[config.mk]
export PLATFORM = sky130hd
export DESIGN_NAME = dsi_packet_assembler_flat
export DESIGN_NICKNAME = d
export VERILOG_FILES = /design/src/rtl/dsi_packet_assembler_if.sv /design/src/rtl/dsi_packet_assembler.sv /design/src/flat_wrapper.sv
export SDC_FILE = /design/constraint.sdc
export NUM_CORES = 1
export LEC_CHECK = 0
export BUFFER_PORTS_ARGS = -buffer_cell sky130_fd_sc_hd__clkbuf_2
export CORE_ASPECT_RATIO = 1.5
export CORE_MARGIN = 5
export CORE_UTILIZATION = 45
export DETAILED_ROUTE_END_ITERATION = 16
export PLACE_DENSITY = 0.74
export SYNTH_ARGS = -nofsm -noshare
export SYNTH_HDL_FRONTEND = slang
export SYNTH_SLANG_ARGS = --single-unit
[constraint.sdc]
create_clock -name clk_base -period 2.2 [get_ports clk_base]
set_input_delay 0.22 -clock clk_base [delete_from_list [all_inputs] [get_ports clk_base]]
set_output_delay 0.22 -clock clk_base [all_outputs]
set_load 0.02 [all_outputs]
[src/rtl/dsi_packet_assembler_if.sv]
// Bus bundle between a DSI packet source, the packet assembler and the data lane.
// Every channel is valid/ready: a beat moves on a cycle where valid & ready are both 1
// (lane_write acts as valid, lane_ready as ready); the sender holds its beat stable until then.
interface dsi_packet_assembler_if;
  logic        req_valid;
  logic        req_ready;
  logic [1:0]  req_vc;
  logic [5:0]  req_dt;
  logic        req_long;
  logic [15:0] req_wc;
  logic        req_last;

  logic [7:0]  pl_data;
  logic        pl_valid;
  logic        pl_ready;

  logic [7:0]  lane_data;
  logic        lane_write;
  logic        lane_ready;
  logic        lane_hs;
  logic        lane_eof;
  logic        lane_dummy;

  modport master (
    output req_valid, req_vc, req_dt, req_long, req_wc, req_last,
    output pl_data, pl_valid, lane_ready,
    input  req_ready, pl_ready,
    input  lane_data, lane_write, lane_hs, lane_eof, lane_dummy
  );

  modport slave (
    input  req_valid, req_vc, req_dt, req_long, req_wc, req_last,
    input  pl_data, pl_valid, lane_ready,
    output req_ready, pl_ready,
    output lane_data, lane_write, lane_hs, lane_eof, lane_dummy
  );
endinterface

[src/rtl/dsi_packet_assembler.sv]
// DSI packet assembler: turns packet requests plus a payload byte stream into
// header / payload / CRC bytes on the data lane's byte-write interface.
module dsi_packet_assembler #(
  parameter logic [15:0] CRC_INIT     = 16'hFFFF,
  parameter logic [15:0] CRC_POLY_REV = 16'h8408
) (
  input  logic                    clk_base,
  input  logic                    reset_n,
  dsi_packet_assembler_if.slave   bus,
  output logic                    busy,
  output logic                    pkt_done,
  output logic [2:0]              state_dbg
);

  typedef enum logic [2:0] {
    S_IDLE, S_HDR_DI, S_HDR_D0, S_HDR_D1, S_HDR_ECC, S_PAYLOAD, S_CRC_LO, S_CRC_HI
  } state_t;

  state_t      state, state_nxt;
  logic [1:0]  vc_q;
  logic [5:0]  dt_q;
  logic [15:0] wc_q;
  logic [15:0] cnt_q;
  logic [15:0] crc_q;
  logic        long_q;
  logic        last_q;
  logic        pkt_done_q;

  logic        accept;
  logic        xfer;
  logic        final_xfer;
  logic [23:0] hdr;
  logic [5:0]  ecc6;

  // Reflected CRC-16: one byte, LSB first, no final XOR.
  function automatic logic [15:0] crc_byte(input logic [15:0] c, input logic [7:0] d);
    logic [15:0] r;
    r = c;
    for (int i = 0; i < 8; i++) begin
      if (r[0] ^ d[i]) r = (r >> 1) ^ CRC_POLY_REV;
      else             r = r >> 1;
    end
    return r;
  endfunction

  assign hdr = {wc_q, vc_q, dt_q};

  // DSI Hamming parity bits over the 24-bit header, bit 0 = DI[0].
  assign ecc6[0] = hdr[0] ^ hdr[1] ^ hdr[2] ^ hdr[4] ^ hdr[5] ^ hdr[7] ^ hdr[10] ^ hdr[11]
                 ^ hdr[13] ^ hdr[16] ^ hdr[20] ^ hdr[21] ^ hdr[22] ^ hdr[23];
  assign ecc6[1] = hdr[0] ^ hdr[1] ^ hdr[3] ^ hdr[4] ^ hdr[6] ^ hdr[8] ^ hdr[10] ^ hdr[12]
                 ^ hdr[14] ^ hdr[17] ^ hdr[20] ^ hdr[21] ^ hdr[22] ^ hdr[23];
  assign ecc6[2] = hdr[0] ^ hdr[2] ^ hdr[3] ^ hdr[5] ^ hdr[6] ^ hdr[9] ^ hdr[11] ^ hdr[12]
                 ^ hdr[15] ^ hdr[18] ^ hdr[20] ^ hdr[21] ^ hdr[22];
  assign ecc6[3] = hdr[1] ^ hdr[2] ^ hdr[3] ^ hdr[7] ^ hdr[8] ^ hdr[9] ^ hdr[13] ^ hdr[14]
                 ^ hdr[15] ^ hdr[19] ^ hdr[20] ^ hdr[21] ^ hdr[23];
  assign ecc6[4] = hdr[4] ^ hdr[5] ^ hdr[6] ^ hdr[7] ^ hdr[8] ^ hdr[9] ^ hdr[16] ^ hdr[17]
                 ^ hdr[18] ^ hdr[19] ^ hdr[20] ^ hdr[22] ^ hdr[23];
  assign ecc6[5] = hdr[10] ^ hdr[11] ^ hdr[12] ^ hdr[13] ^ hdr[14] ^ hdr[15] ^ hdr[16]
                 ^ hdr[17] ^ hdr[18] ^ hdr[19] ^ hdr[21] ^ hdr[22] ^ hdr[23];

  assign accept     = (state == S_IDLE) && bus.req_valid;
  assign xfer       = bus.lane_write && bus.lane_ready;
  assign final_xfer = xfer && (((state == S_HDR_ECC) && !long_q) || (state == S_CRC_HI));

  always_ff @(posedge clk_base) begin
    if (!reset_n) begin
      state      <= S_IDLE;
      vc_q       <= '0;
      dt_q       <= '0;
      wc_q       <= '0;
      cnt_q      <= '0;
      crc_q      <= '0;
      long_q     <= 1'b0;
      last_q     <= 1'b0;
      pkt_done_q <= 1'b0;
    end else begin
      state      <= state_nxt;
      pkt_done_q <= final_xfer;
      if (accept) begin
        vc_q   <= bus.req_vc;
        dt_q   <= bus.req_dt;
        wc_q   <= bus.req_wc;
        long_q <= bus.req_long;
        last_q <= bus.req_last;
        crc_q  <= CRC_INIT;
        cnt_q  <= bus.req_wc;
      end else if ((state == S_PAYLOAD) && xfer) begin
        crc_q <= crc_byte(crc_q, bus.pl_data);
        cnt_q <= cnt_q - 16'd1;
      end
    end
  end

  always_comb begin
    state_nxt = state;
    case (state)
      S_IDLE:    if (accept) state_nxt = S_HDR_DI;
      S_HDR_DI:  if (xfer)   state_nxt = S_HDR_D0;
      S_HDR_D0:  if (xfer)   state_nxt = S_HDR_D1;
      S_HDR_D1:  if (xfer)   state_nxt = S_HDR_ECC;
      S_HDR_ECC: begin
        if (xfer) begin
          if (!long_q)          state_nxt = S_IDLE;
          else if (wc_q == '0)  state_nxt = S_CRC_LO;
          else                  state_nxt = S_PAYLOAD;
        end
      end
      // Leaving at cnt==1 means wc=65535 never needs a wrapped count.
      S_PAYLOAD: if (xfer && (cnt_q == 16'd1)) state_nxt = S_CRC_LO;
      S_CRC_LO:  if (xfer) state_nxt = S_CRC_HI;
      S_CRC_HI:  if (xfer) state_nxt = S_IDLE;
      default:   state_nxt = S_IDLE;
    endcase
  end

  always_comb begin
    bus.lane_data  = '0;
    bus.lane_write = 1'b0;
    bus.req_ready  = 1'b0;
    bus.pl_ready   = 1'b0;
    case (state)
      S_IDLE:    bus.req_ready = 1'b1;
      S_HDR_DI:  begin bus.lane_data = {vc_q, dt_q};  bus.lane_write = 1'b1; end
      S_HDR_D0:  begin bus.lane_data = wc_q[7:0];     bus.lane_write = 1'b1; end
      S_HDR_D1:  begin bus.lane_data = wc_q[15:8];    bus.lane_write = 1'b1; end
      S_HDR_ECC: begin bus.lane_data = {2'b00, ecc6}; bus.lane_write = 1'b1; end
      S_PAYLOAD: begin
        bus.lane_data  = bus.pl_data;
        bus.lane_write = bus.pl_valid;
        bus.pl_ready   = bus.lane_ready;
      end
      S_CRC_LO:  begin bus.lane_data = crc_q[7:0];    bus.lane_write = 1'b1; end
      S_CRC_HI:  begin bus.lane_data = crc_q[15:8];   bus.lane_write = 1'b1; end
      default:   bus.req_ready = 1'b0;
    endcase
  end

  assign bus.lane_hs    = 1'b1;
  assign bus.lane_dummy = bus.lane_write;
  assign bus.lane_eof   = last_q && (((state == S_HDR_ECC) && !long_q) || (state == S_CRC_HI));
  assign busy           = (state != S_IDLE);
  assign pkt_done       = pkt_done_q;
  assign state_dbg      = state;

endmodule

[src/flat_wrapper.sv]
// flat-port wrapper written by rule: the top's interface ports become plain ports
module dsi_packet_assembler_flat 
#(
  parameter logic [15:0] CRC_INIT     = 16'hFFFF,
  parameter logic [15:0] CRC_POLY_REV = 16'h8408
)
  (clk_base, reset_n, busy, pkt_done, state_dbg, bus_req_valid, bus_req_vc, bus_req_dt, bus_req_long, bus_req_wc, bus_req_last, bus_pl_data, bus_pl_valid, bus_lane_ready, bus_req_ready, bus_pl_ready, bus_lane_data, bus_lane_write, bus_lane_hs, bus_lane_eof, bus_lane_dummy);
  dsi_packet_assembler_if bus_i ();
  input  logic clk_base;
  input  logic reset_n;
  output logic busy;
  output logic pkt_done;
  output logic [2:0] state_dbg;
  input wire logic [$bits(bus_i.req_valid)-1:0] bus_req_valid;
  input wire logic [$bits(bus_i.req_vc)-1:0] bus_req_vc;
  input wire logic [$bits(bus_i.req_dt)-1:0] bus_req_dt;
  input wire logic [$bits(bus_i.req_long)-1:0] bus_req_long;
  input wire logic [$bits(bus_i.req_wc)-1:0] bus_req_wc;
  input wire logic [$bits(bus_i.req_last)-1:0] bus_req_last;
  input wire logic [$bits(bus_i.pl_data)-1:0] bus_pl_data;
  input wire logic [$bits(bus_i.pl_valid)-1:0] bus_pl_valid;
  input wire logic [$bits(bus_i.lane_ready)-1:0] bus_lane_ready;
  output wire logic [$bits(bus_i.req_ready)-1:0] bus_req_ready;
  output wire logic [$bits(bus_i.pl_ready)-1:0] bus_pl_ready;
  output wire logic [$bits(bus_i.lane_data)-1:0] bus_lane_data;
  output wire logic [$bits(bus_i.lane_write)-1:0] bus_lane_write;
  output wire logic [$bits(bus_i.lane_hs)-1:0] bus_lane_hs;
  output wire logic [$bits(bus_i.lane_eof)-1:0] bus_lane_eof;
  output wire logic [$bits(bus_i.lane_dummy)-1:0] bus_lane_dummy;
  assign bus_i.req_valid = bus_req_valid;
  assign bus_i.req_vc = bus_req_vc;
  assign bus_i.req_dt = bus_req_dt;
  assign bus_i.req_long = bus_req_long;
  assign bus_i.req_wc = bus_req_wc;
  assign bus_i.req_last = bus_req_last;
  assign bus_i.pl_data = bus_pl_data;
  assign bus_i.pl_valid = bus_pl_valid;
  assign bus_i.lane_ready = bus_lane_ready;
  assign bus_req_ready = bus_i.req_ready;
  assign bus_pl_ready = bus_i.pl_ready;
  assign bus_lane_data = bus_i.lane_data;
  assign bus_lane_write = bus_i.lane_write;
  assign bus_lane_hs = bus_i.lane_hs;
  assign bus_lane_eof = bus_i.lane_eof;
  assign bus_lane_dummy = bus_i.lane_dummy;
  dsi_packet_assembler #(.CRC_INIT(CRC_INIT), .CRC_POLY_REV(CRC_POLY_REV)) u_core (.clk_base(clk_base), .reset_n(reset_n), .bus(bus_i), .busy(busy), .pkt_done(pkt_done), .state_dbg(state_dbg));
endmodule
==> run summary, run 1 <==
Pwr dens - 1330 nW/um2
Mapped cell area - 3750 um2
Setup CP Type - flip-flop to primary output
Core outline area - 8060 um2
Worst IR Drop VDD - 0.794 mV
Max stage delay cell, worst path - xnor3_1
CTS tree - done
CTS Buffer Depth - 2
Clock Power Share - 19.9%
Drt drc - 0
CTS Hold Bufs - 0
Clock sink count - 62
Post-DRT Antenna Nets - 0
Primary FF master, synth - dfxtp_1
Final Hold Violating Endpoints - 0
FF+latch count, synth - 62
Register share of total power - 26.5%
CP Capture Type - primary output
Port Buf Inserts - 56
Crit path required time - 1.98 ns
Synth Net Count - 475
Pre-antenna DRT Iters - 6
MaxCap Viol Count - 0
Worst setup margin - -0.289 ns
Period Utilization, post-route - 113%
Critical Path Fanout Max - 2
Main combinational cell family by area after synthesis - XOR/XNOR gates
Worst EP arrival - 2.27 ns
Via count - 3,518
H-Tree Depth - 3
Top Ports - 58
Critical path, cell by cell - xnor3_1 > xor3_2 > xnor3_1 > a222oi_1 > a21oi_1 > buf_4
Mapped Avg Cell Area - 8.67 um2
Simple-gate share of the synthesized area - 16.9%
# diodes - 0
Synth top area share - 33.1%
Synth Instances - 433
Pin count of the biggest net entering global routing - 32
Outcome - finished with violations
Final setup viols - 6
Worst stage delay on the critical path - 0.40 ns
Largest area contributor in the netlist - dfxtp_1
Die X - 84.6 um
Leak - 1.99 nW
Worst Hold Margin - 0.105 ns
Worst reg2reg startpoint - u_core.cnt_q[7]
Register area share after synthesis - 33.1%
Post-DR vias/cell - 5.68
Netlist cell types - 54
Initial antenna violation count - 0
Net Sw Frac - 38.0%
Count leader, synth - nand2_1
Post-synth EDFFs - 0
Hold_sp - bus_req_long
Crit path time final - 2.49 ns
First-pass GRT wire length - 17.6 mm
Routed WL per cell - 17.6 um
Layout Skew - 0.00535 ns
Area Overhead vs Synth - 26.8%
Slew margin rel. - 65.5%
Clock transition at path regs - 0.05 ns
Buf/Inv on CP - 1
Mux contribution to synthesized area - 5.63%
Die Ht - 122 um
Vias in the first global route - 3,577
Initial DRC count - 260
Layout Utilization - 59.1%
Critical Path Start - u_core.wc_q[7]
Grt ovf - 0
GRT Total Usage - 21.7%
Failing checks - negative setup slack
CP Launch Type - flip-flop
RD Place Congestion - 0.959
Logic pwr share - 53.6%
Initial Utilization - 46.6%
Final #Nets - 553
Post-synthesis async set-or-reset flop share - 0%
Hpwl dp - 8.16 mm
Area share of fa/ha/maj cells after synthesis - 1.00%
DIE AREA - 10,300 um2
FMAX - 402 MHz
Post-synth top cells - 70 x nand2_1, 62 x dfxtp_1, 52 x a21oi_1
Critical path's most frequent cell - xnor3_1
Worst-skew pair later-pin latency - 0.33 ns
Unrepaired setup endpoints after global routing - true
Worst-Margin Slew - 0.515 ns
Post-synthesis compound-gate area fraction - 17.4%
Final Max Slew Viols - 0
Drt total wl - 10.9 mm
Cts bufs inserted - 9
Rows - 40
Post-Synth XOR/XNOR Area - 21.5%
P_int - 3.91 mW
CTS Root Cell - clkbuf_16
Hold Crit Class - primary input to flip-flop
Synth warn - 0
CP top delay family - XOR/XNOR gates
Psw - 2.39 mW
Fraction of layout cells with a size suffix above 1 - 30.9%
Synth top area cells - dfxtp_1 33%, xnor2_1 9.8%, xnor3_1 7.2%, nand2_1 7.0%, a21oi_1 6.9%
==> sequential cells by signal, summed over array words and instances, names as in the netlist <==
register and cells:
u_core.pkt_done 1, u_core.vc_q 2, u_core.dt_q 6, u_core.cnt_q 16, u_core.state_dbg 3, u_core.long_q 1, u_core.last_q 1, u_core.wc_q 16
u_core.crc_q 16
==> tightest hold or removal path, cell delays in order <==
cell and delay [ns]:
clkbuf_2 0.08, nand2_1 0.04, a21oi_1 0.05
==> final timing paths <==
kind	endpoint	slack (ns)	cells after the start
max	bus_lane_data[3]	-0.29	6
min reg2reg	u_core.last_q	0.46	2
max reg2reg	u_core.cnt_q[14]	0.29	5
min	u_core.long_q	0.11	3
==> layer usage <==
| metal | GRT usage, % | part of all wire, % |
|---|---|---|
| met5 | 0 | 0 |
| met4 | 14.3 | 4.8 |
| met3 | 4.26 | 4.2 |
| met1 | 23.8 | 39 |
| met2 | 37.8 | 52 |
==> power by group through the flow <==
| stage | Combinational, mW | Clock [mW] | Sequential, mW |
|---|---|---|---|
| 2_1_floorplan | 2.38 | 0 | 1.61 |
| 3_3_place_gp | 3.11 | 0 | 1.65 |
| 3_5_place_dp | 3.17 | 0 | 1.66 |
| 4_1_cts | 3.39 | 1.27 | 1.66 |
| 5_1_grt | 3.65 | 1.32 | 1.71 |
| 6_report | 3.38 | 1.25 | 1.67 |
==> cells by family after synthesis <==
family | after synthesis
mux | 17
simple gates | 133
fa+ha+maj | 3
xor+xnor | 69
other cells | 1
flops | 62
compound gates | 108
buf+inv | 40
==> cells in the final DEF (no fill, tap or decap), types with 6 or more instances in the layout <==
cell type	Yosys	layout
o21a_1	6	6
nand2_1	70	70
xnor2_2	1	6
nor2_1	19	19
clkbuf_16	0	9
a21oi_1	52	52
buf_4	2	42
dfxtp_1	62	47
nor3_1	7	7
mux2_2	13	13
o21ai_0	13	12
xor2_1	12	11
clkbuf_2	0	50
nand3_1	6	6
xnor2_1	42	37
dfxtp_2	0	8
dfxtp_4	0	7
o22ai_1	10	10
xnor3_1	12	11
inv_1	9	7
==> metrics by stage <==
stage	total power, mW	setup TNS (ns)	instances	cell area [um2]	worst slack, ns
6_report	6.31	-1.23	619	4760	-0.289
3_5_place_dp	4.83	0	595	4300	0.0237
5_1_grt	6.67	-1.76	619	4760	-0.420
4_1_cts	6.33	-1.16	620	4770	-0.285
3_3_place_gp	4.76	0	595	4300	0.0555
2_1_floorplan	3.99	0	433	3750	0.00475
==> cell type report <==
| class | instances | area, um2 |
|---|---|---|
| fill | 730 | 3300 |
| multi-input combinational | 331 | 2410 |
| sequential | 62 | 1280 |
| timing repair buffer | 98 | 647 |
| clock buffer | 12 | 246 |
| tap | 105 | 131 |
| inverter | 9 | 33.8 |
| clock inverter | 2 | 10.0 |
==> timing repair <==
| item | 4_1_cts | 5_1_grt |
|---|---|---|
| cloned | 0 | 0 |
| setup endpoints to repair | 6 | 9 |
| gates resized for setup | 42 | 6 |
| pin swaps | 23 | 13 |
| buffers inserted | 12 | 0 |
Power figures use the tool's default switching activity.
==> inputs of run 2 (changes only) <==
--- a/config.mk
+++ b/config.mk
@@ -11,6 +11,7 @@
 export CORE_UTILIZATION = 45
 export DETAILED_ROUTE_END_ITERATION = 16
 export PLACE_DENSITY = 0.74
+export REMOVE_ABC_BUFFERS = 1
 export SYNTH_ARGS = -nofsm -noshare
 export SYNTH_HDL_FRONTEND = slang
 export SYNTH_SLANG_ARGS = --single-unit
==> run 2 against run 1 <==
Compared with the run above: the flow still finishes with violations (negative setup slack); combinational power rose by 5%; die area did not move; largest power group unchanged; power rose by 2.9%; cell count rose by 0.65%; highest routed layer unchanged; first-iteration DRC count rose by 23%.
==> run summary, run 2 (synthesis results as in run 1) <==
WP depth - 6 (unchanged)
Critical Path Fanout Max - 4 (+2)
Post-DR vias/cell - 5.60 (-1.4%)
Cell count of the worst reg-to-reg path - 5 (unchanged)
Drt drc - 0 (unchanged)
Wire length on met2 - 5.82 mm (+3.1%)
RD Place Congestion - 0.936 (-2.5%)
Post-Layout Cell Count - 623 (+0.65%)
Worst reg2reg startpoint - u_core.cnt_q[7]
Worst IR Drop VDD - 0.623 mV (-22%)
Final #Nets - 558 (+0.90%)
Reg2reg end - u_core.cnt_q[14]
Drt total wl - 10.9 mm (-0.27%)
Leak - 2.03 nW (+1.8%)
Worst EP arrival - 2.30 ns (+0.03 ns)
Pwr dens - 1350 nW/um2 (+1.7%)
# diodes - 0 (unchanged)
Metal3 WL - 554 um (+21%)
Area Overhead vs Synth - 28.2%
FMAX - 397 MHz (-1.2%)
Routed WL per cell - 17.5 um (-0.91%)
Clock transition at path regs - 0.05 ns (about the same)
Top Ports - 58 (unchanged)
Slew margin rel. - 62.2% (-3.3 points)
Final Max Slew Viols - 0 (unchanged)
Worst stage delay on the critical path - 0.39 ns (about the same)
Max stage delay cell, worst path - xnor3_1
Worst-Margin Slew - 0.563 ns (+0.0475 ns)
Met1 wire length - 4.06 mm (-5.3%)
Initial DRC count - 321 (+23%)
Post-DRT Antenna Nets - 0 (unchanged)
Worst setup margin - -0.319 ns (-0.0301 ns)
Unrepaired setup endpoints after global routing - true
Setup CP Type - flip-flop to primary output
Rows - 40 (unchanged)
Worst-skew pair later-pin latency - 0.33 ns (about the same)
Core outline area - 8060 um2 (unchanged)
Fraction of layout cells with a size suffix above 1 - 30.9% (-0.046 points)
Pin count of the biggest net entering global routing - 50 (+56%)
Initial Utilization - 46.6% (unchanged)
Hold Crit Class - primary input to flip-flop
Hpwl dp - 8.18 mm (+0.30%)
Initial antenna violation count - 0 (unchanged)
Final setup viols - 6 (unchanged)
Grt ovf - 0 (unchanged)
MaxCap Viol Count - 0 (unchanged)
CTS Buffer Depth - 2 (unchanged)
Commonest non-fill, non-tap cell in the layout - nand2_1
Multi-input gate area - 2400 um2 (-0.47%)
DIE AREA - 10,300 um2 (unchanged)
Die Ht - 122 um (unchanged)
Reg area - 1280 um2 (about the same)
Final Hold Violating Endpoints - 0 (unchanged)
CTS Root Cell - clkbuf_16
CTS tree - done
Die X - 84.6 um (unchanged)
Crit path required time - 1.98 ns (about the same)
Via count - 3,491 (-0.77%)
Pre-antenna DRT Iters - 4 (-2)
CP Launch Type - flip-flop
FF-to-FF setup slack - 0.22 ns (-0.07 ns)
Failing checks - negative setup slack
CP Capture Type - primary output
H-Tree Depth - 3 (unchanged)
Port Buf Inserts - 56 (unchanged)
Critical path, cell by cell - xnor2_4 > xor3_1 > xnor3_1 > a222oi_1 > a21oi_1 > buf_4
Outcome - finished with violations
Dpl cells - 602 (+1.2%)
Cts bufs inserted - 9 (unchanged)
Layout Skew - 0.00573 ns (+0.000379 ns)
Filler cells - 735 (+0.68%)
Buf/Inv on CP - 1 (unchanged)
GRT Total Usage - 22.0% (+0.25 points)
Vias in the first global route - 3,458 (-3.3%)
Total power - 6.49 mW (+2.9%)
Critical Path Start - u_core.wc_q[14]
Top routing layer used - met4
Clock sink count - 62 (unchanged)
Worst setup path endpoint - bus_lane_data[2]
Largest regs - u_core.cnt_q (16), u_core.crc_q (16), u_core.wc_q (16)
First-pass GRT wire length - 17.6 mm (unchanged)
Commonest non-fill, non-tap cells in the layout - 70 x nand2_1, 52 x a21oi_1, 50 x clkbuf_2
CP top delay family - XOR/XNOR gates
Period Utilization, post-route - 114% (+1.4 points)
Crit path time final - 2.52 ns (+0.0301 ns)
CTS Hold Bufs - 0 (unchanged)
[run 2: cell types whose count changed in the layout (fill, tap and decap cells not counted), sizes merged]
cell	previous run	this run
buf	47	51
[run 2: metrics by stage]
| step | instance area, um2 | hold slack, ns | util (%) | setup WS (ns) | setup TNS, ns |
|---|---|---|---|---|---|
| floorplan | 3620 | 0.337 | - | -0.973 | -32.61 |
| global placement | 4360 | 0.439 | 54.2 | 0.0403 | 0 |
| detailed placement | 4360 | 0.450 | 54.2 | -0.0527 | -0.0527 |
| CTS | 4770 | 0.0952 | 59.3 | -0.319 | -1.40 |
| global route | 4810 | 0.105 | 59.7 | -0.414 | -1.57 |
| finish | 4810 | 0.100 | 59.7 | -0.319 | -1.08 |
[run 2: tightest hold or removal path: stages]
cell and delay [ns]:
clkbuf_2 0.08, nand2_1 0.04, a21oi_1 0.05
[run 2: layout make-up]
type,instances,share of cell area [%]
Clock buffer,11,5.25
Inverter,9,0.702
Tap cell,105,2.73
Clock inverter,2,0.208
Multi-Input combinational cell,331,49.9
Sequential cell,62,26.5
Timing Repair Buffer,103,14.7
[run 2: worst min-delay path by stage]
stage	from	endpoint	slack [ns]	depth (start not counted)
after detailed placement	bus_req_dt[5]	u_core.dt_q[5]	0.45	3
final	bus_req_dt[4]	u_core.dt_q[4]	0.10	3
after global placement	u_core.last_q	u_core.last_q	0.44	2
after floorplan	reset_n	u_core.cnt_q[13]	0.34	1
after global routing	bus_req_vc[0]	u_core.vc_q[0]	0.11	3
after CTS	bus_req_dt[4]	u_core.dt_q[4]	0.1	3
[run 2: power by group]
part	total [mW]	internal (mW)	leakage [nW]	switching, mW
combinational	3.54	1.89	1.38	1.65
clock	1.27	0.798	0.133	0.470
sequential	1.68	1.39	0.519	0.291
[run 2: timing repair]
| action | 4_1_cts | 5_1_grt |
|---|---|---|
| setup endpoints to repair | 7 | 7 |
| pin swaps | 23 | 15 |
| buffers inserted | 7 | 2 |
| endpoints found under the hold margin | 0 | 0 |
| gates resized for setup | 32 | 14 |
[run 2: layer usage]
layer / up-vias / GRT usage, %
met4: 0 / 13.8
met3: 29 / 4.87
met2: 111 / 38.6
li1: 1688 / -
met1: 1663 / 23.7
met5: - / 0
==> inputs of run 3 (changes only) <==
--- a/config.mk
+++ b/config.mk
@@ -15,3 +15,4 @@
 export SYNTH_ARGS = -nofsm -noshare
 export SYNTH_HDL_FRONTEND = slang
 export SYNTH_SLANG_ARGS = --single-unit
+export TNS_END_PERCENT = 30
==> run 3 against run 2 <==
Compared with the run above: the flow still finishes with violations (negative setup slack); fmax is 0.76% higher; sequential share of layout area about the same; clock power is essentially flat; critical path depth did not move; cell area fell by 1.1%.
==> run summary, run 3 (synthesis results as in run 1) <==
Outcome - finished with violations
Failing checks - negative setup slack
Worst EP arrival - 2.28 ns (-0.02 ns)
Core outline area - 8060 um2 (unchanged)
Die X - 84.6 um (unchanged)
Critical Path Fanout Max - 4 (unchanged)
Fin area - 4760 um2 (-1.1%)
Drt drc - 0 (unchanged)
Unrepaired setup endpoints after global routing - true
H-Tree Depth - 3 (unchanged)
CP Launch Type - flip-flop
Pre-antenna DRT Iters - 5 (+1)
Clock transition at path regs - 0.05 ns (about the same)
CTS tree - done
Leak - 2.01 nW (-1.1%)
Setup CP Type - flip-flop to primary output
GRT Total Usage - 21.8% (-0.23 points)
Multi-input gate area - 2390 um2 (-0.52%)
Post-DR vias/cell - 5.62 (+0.25%)
Port Buf Inserts - 56 (unchanged)
Commonest non-fill, non-tap cells in the layout - 70 x nand2_1, 52 x a21oi_1, 51 x clkbuf_2, 51 x dfxtp_1, 40 x buf_4
Reg2reg end - u_core.cnt_q[14]
# diodes - 0 (unchanged)
Initial DRC count - 320 (-0.31%)
FMAX - 400 MHz (+0.76%)
Slew margin rel. - 61.9% (-0.29 points)
Worst-skew pair later-pin latency - 0.34 ns (about the same)
Worst setup margin - -0.299 ns (+0.0191 ns)
CP Capture Type - primary output
Crit path time final - 2.50 ns (-0.0191 ns)
Final setup viols - 6 (unchanged)
Final Hold Violating Endpoints - 0 (unchanged)
Worst-Margin Slew - 0.567 ns (+0.00434 ns)
Grt ovf - 0 (unchanged)
Hold Crit Class - primary input to flip-flop
Routed WL per cell - 17.4 um (-0.33%)
Rows - 40 (unchanged)
Pwr dens - 1350 nW/um2 (-0.17%)
FF-to-FF setup slack - 0.21 ns (about the same)
Die Ht - 122 um (unchanged)
CTS Root Cell - clkbuf_16
Top Ports - 58 (unchanged)
Hold Path Cell Cnt - 3 (unchanged)
Area Overhead vs Synth - 26.8%
Largest regs - u_core.cnt_q (16), u_core.crc_q (16), u_core.wc_q (16)
Reg area - 1260 um2 (-1.1%)
MaxCap Viol Count - 0 (unchanged)
Initial Utilization - 46.6% (unchanged)
Cell count of the worst reg-to-reg path - 5 (unchanged)
Clock sink count - 62 (unchanged)
Drt total wl - 10.8 mm (-0.81%)
Vias in the first global route - 3,417 (-1.2%)
Cts bufs inserted - 9 (unchanged)
Cell Area, Placed - 4360 um2 (unchanged)
Final Max Slew Viols - 0 (unchanged)
CTS Buffer Depth - 2 (unchanged)
Worst reg2reg startpoint - u_core.cnt_q[7]
Filler cells - 744 (+1.2%)
Hold Crit Endpoint - u_core.vc_q[0]
Hold_sp - bus_req_vc[0]
Commonest non-fill, non-tap cell in the layout - nand2_1
Via count - 3,483 (-0.23%)
Initial antenna violation count - 0 (unchanged)
Post-DRT Antenna Nets - 0 (unchanged)
Period Utilization, post-route - 114% (-0.87 points)
Layout Skew - 0.00718 ns (+0.00145 ns)
Total power - 6.40 mW (-1.3%)
CTS Hold Bufs - 0 (unchanged)
Worst IR Drop VDD - 0.617 mV (-0.85%)
Pin count of the biggest net entering global routing - 50 (unchanged)
First-pass GRT wire length - 17.4 mm (-0.98%)
RD Place Congestion - 0.936 (unchanged)
Hpwl dp - 8.18 mm (unchanged)
Fraction of layout cells with a size suffix above 1 - 29.3% (-1.6 points)
Final #Nets - 555 (-0.54%)
Crit path required time - 1.98 ns (about the same)
DIE AREA - 10,300 um2 (unchanged)
## run 3: cell count changes in the layout (fill, tap and decap cells not counted), sizes merged
cell / before / now
buf: 51 / 46
clkbuf: 63 / 65
## run 3: timing repair
action,CTS,global route
endpoints found under the setup margin,7,7
pin swaps,14,7
gates resized for setup,22,10
buffers inserted,3,2
## run 3: how the worst max path moves through the flow
| stage | depth (start not counted) | slack (ns) | startpoint | endpoint |
|---|---|---|---|---|
| after floorplan | 5 | -0.97 | u_core.state_dbg[0] | u_core.cnt_q[0] |
| after global placement | 6 | 0.04 | u_core.dt_q[2] | bus_lane_data[2] |
| after detailed placement | 6 | -0.05 | u_core.dt_q[2] | bus_lane_data[2] |
| after CTS | 7 | -0.32 | u_core.wc_q[13] | bus_lane_data[2] |
| after global routing | 7 | -0.42 | u_core.dt_q[2] | bus_lane_data[2] |
| final | 6 | -0.30 | u_core.wc_q[4] | bus_lane_data[2] |
## run 3: metrics by stage
| step | hold WS, ns | cells | util (%) | setup TNS [ns] | worst slack [ns] |
|---|---|---|---|---|---|
| 3_5_place_dp | 0.450 | 602 | 54.2 | -0.0527 | -0.0527 |
| 3_3_place_gp | 0.439 | 602 | 54.2 | 0 | 0.0403 |
| 4_1_cts | 0.0954 | 618 | 58.5 | -1.21 | -0.319 |
| 5_1_grt | 0.105 | 620 | 59.1 | -1.67 | -0.417 |
| 2_1_floorplan | 0.337 | 402 | - | -32.61 | -0.973 |
| 6_report | 0.0996 | 620 | 59.1 | -1.13 | -0.299 |
## run 3: power by group
group,switching (mW),internal [mW],total [mW]
Combinational,1.62,1.83,3.46
Clock,0.471,0.798,1.27
Sequential,0.292,1.39,1.68
## run 3: metal layers
layer	wire, um	global-route usage [%]	vias up
li1	-	-	1677
met1	4100	23.3	1662
met2	5700	38.2	112
met3	502	4.87	32
met4	505	14.0	0
met5	0	0	-
## run 3: cell type report
type | count | area share, %
Clock buffer | 11 | 5.31
Timing Repair Buffer | 100 | 14.3
Sequential cell | 62 | 26.5
Inverter | 9 | 0.710
Multi-Input combinational cell | 331 | 50.2
Clock inverter | 2 | 0.210
Tap cell | 105 | 2.76
## run 3: critical path, cell delays in order, from the launching register on
cell and delay [ns]:
dfxtp_1 0.44, xnor2_1 0.20, xor3_1 0.27, xnor3_1 0.39, a222oi_1 0.35, a21oi_1 0.13
buf_4 0.18
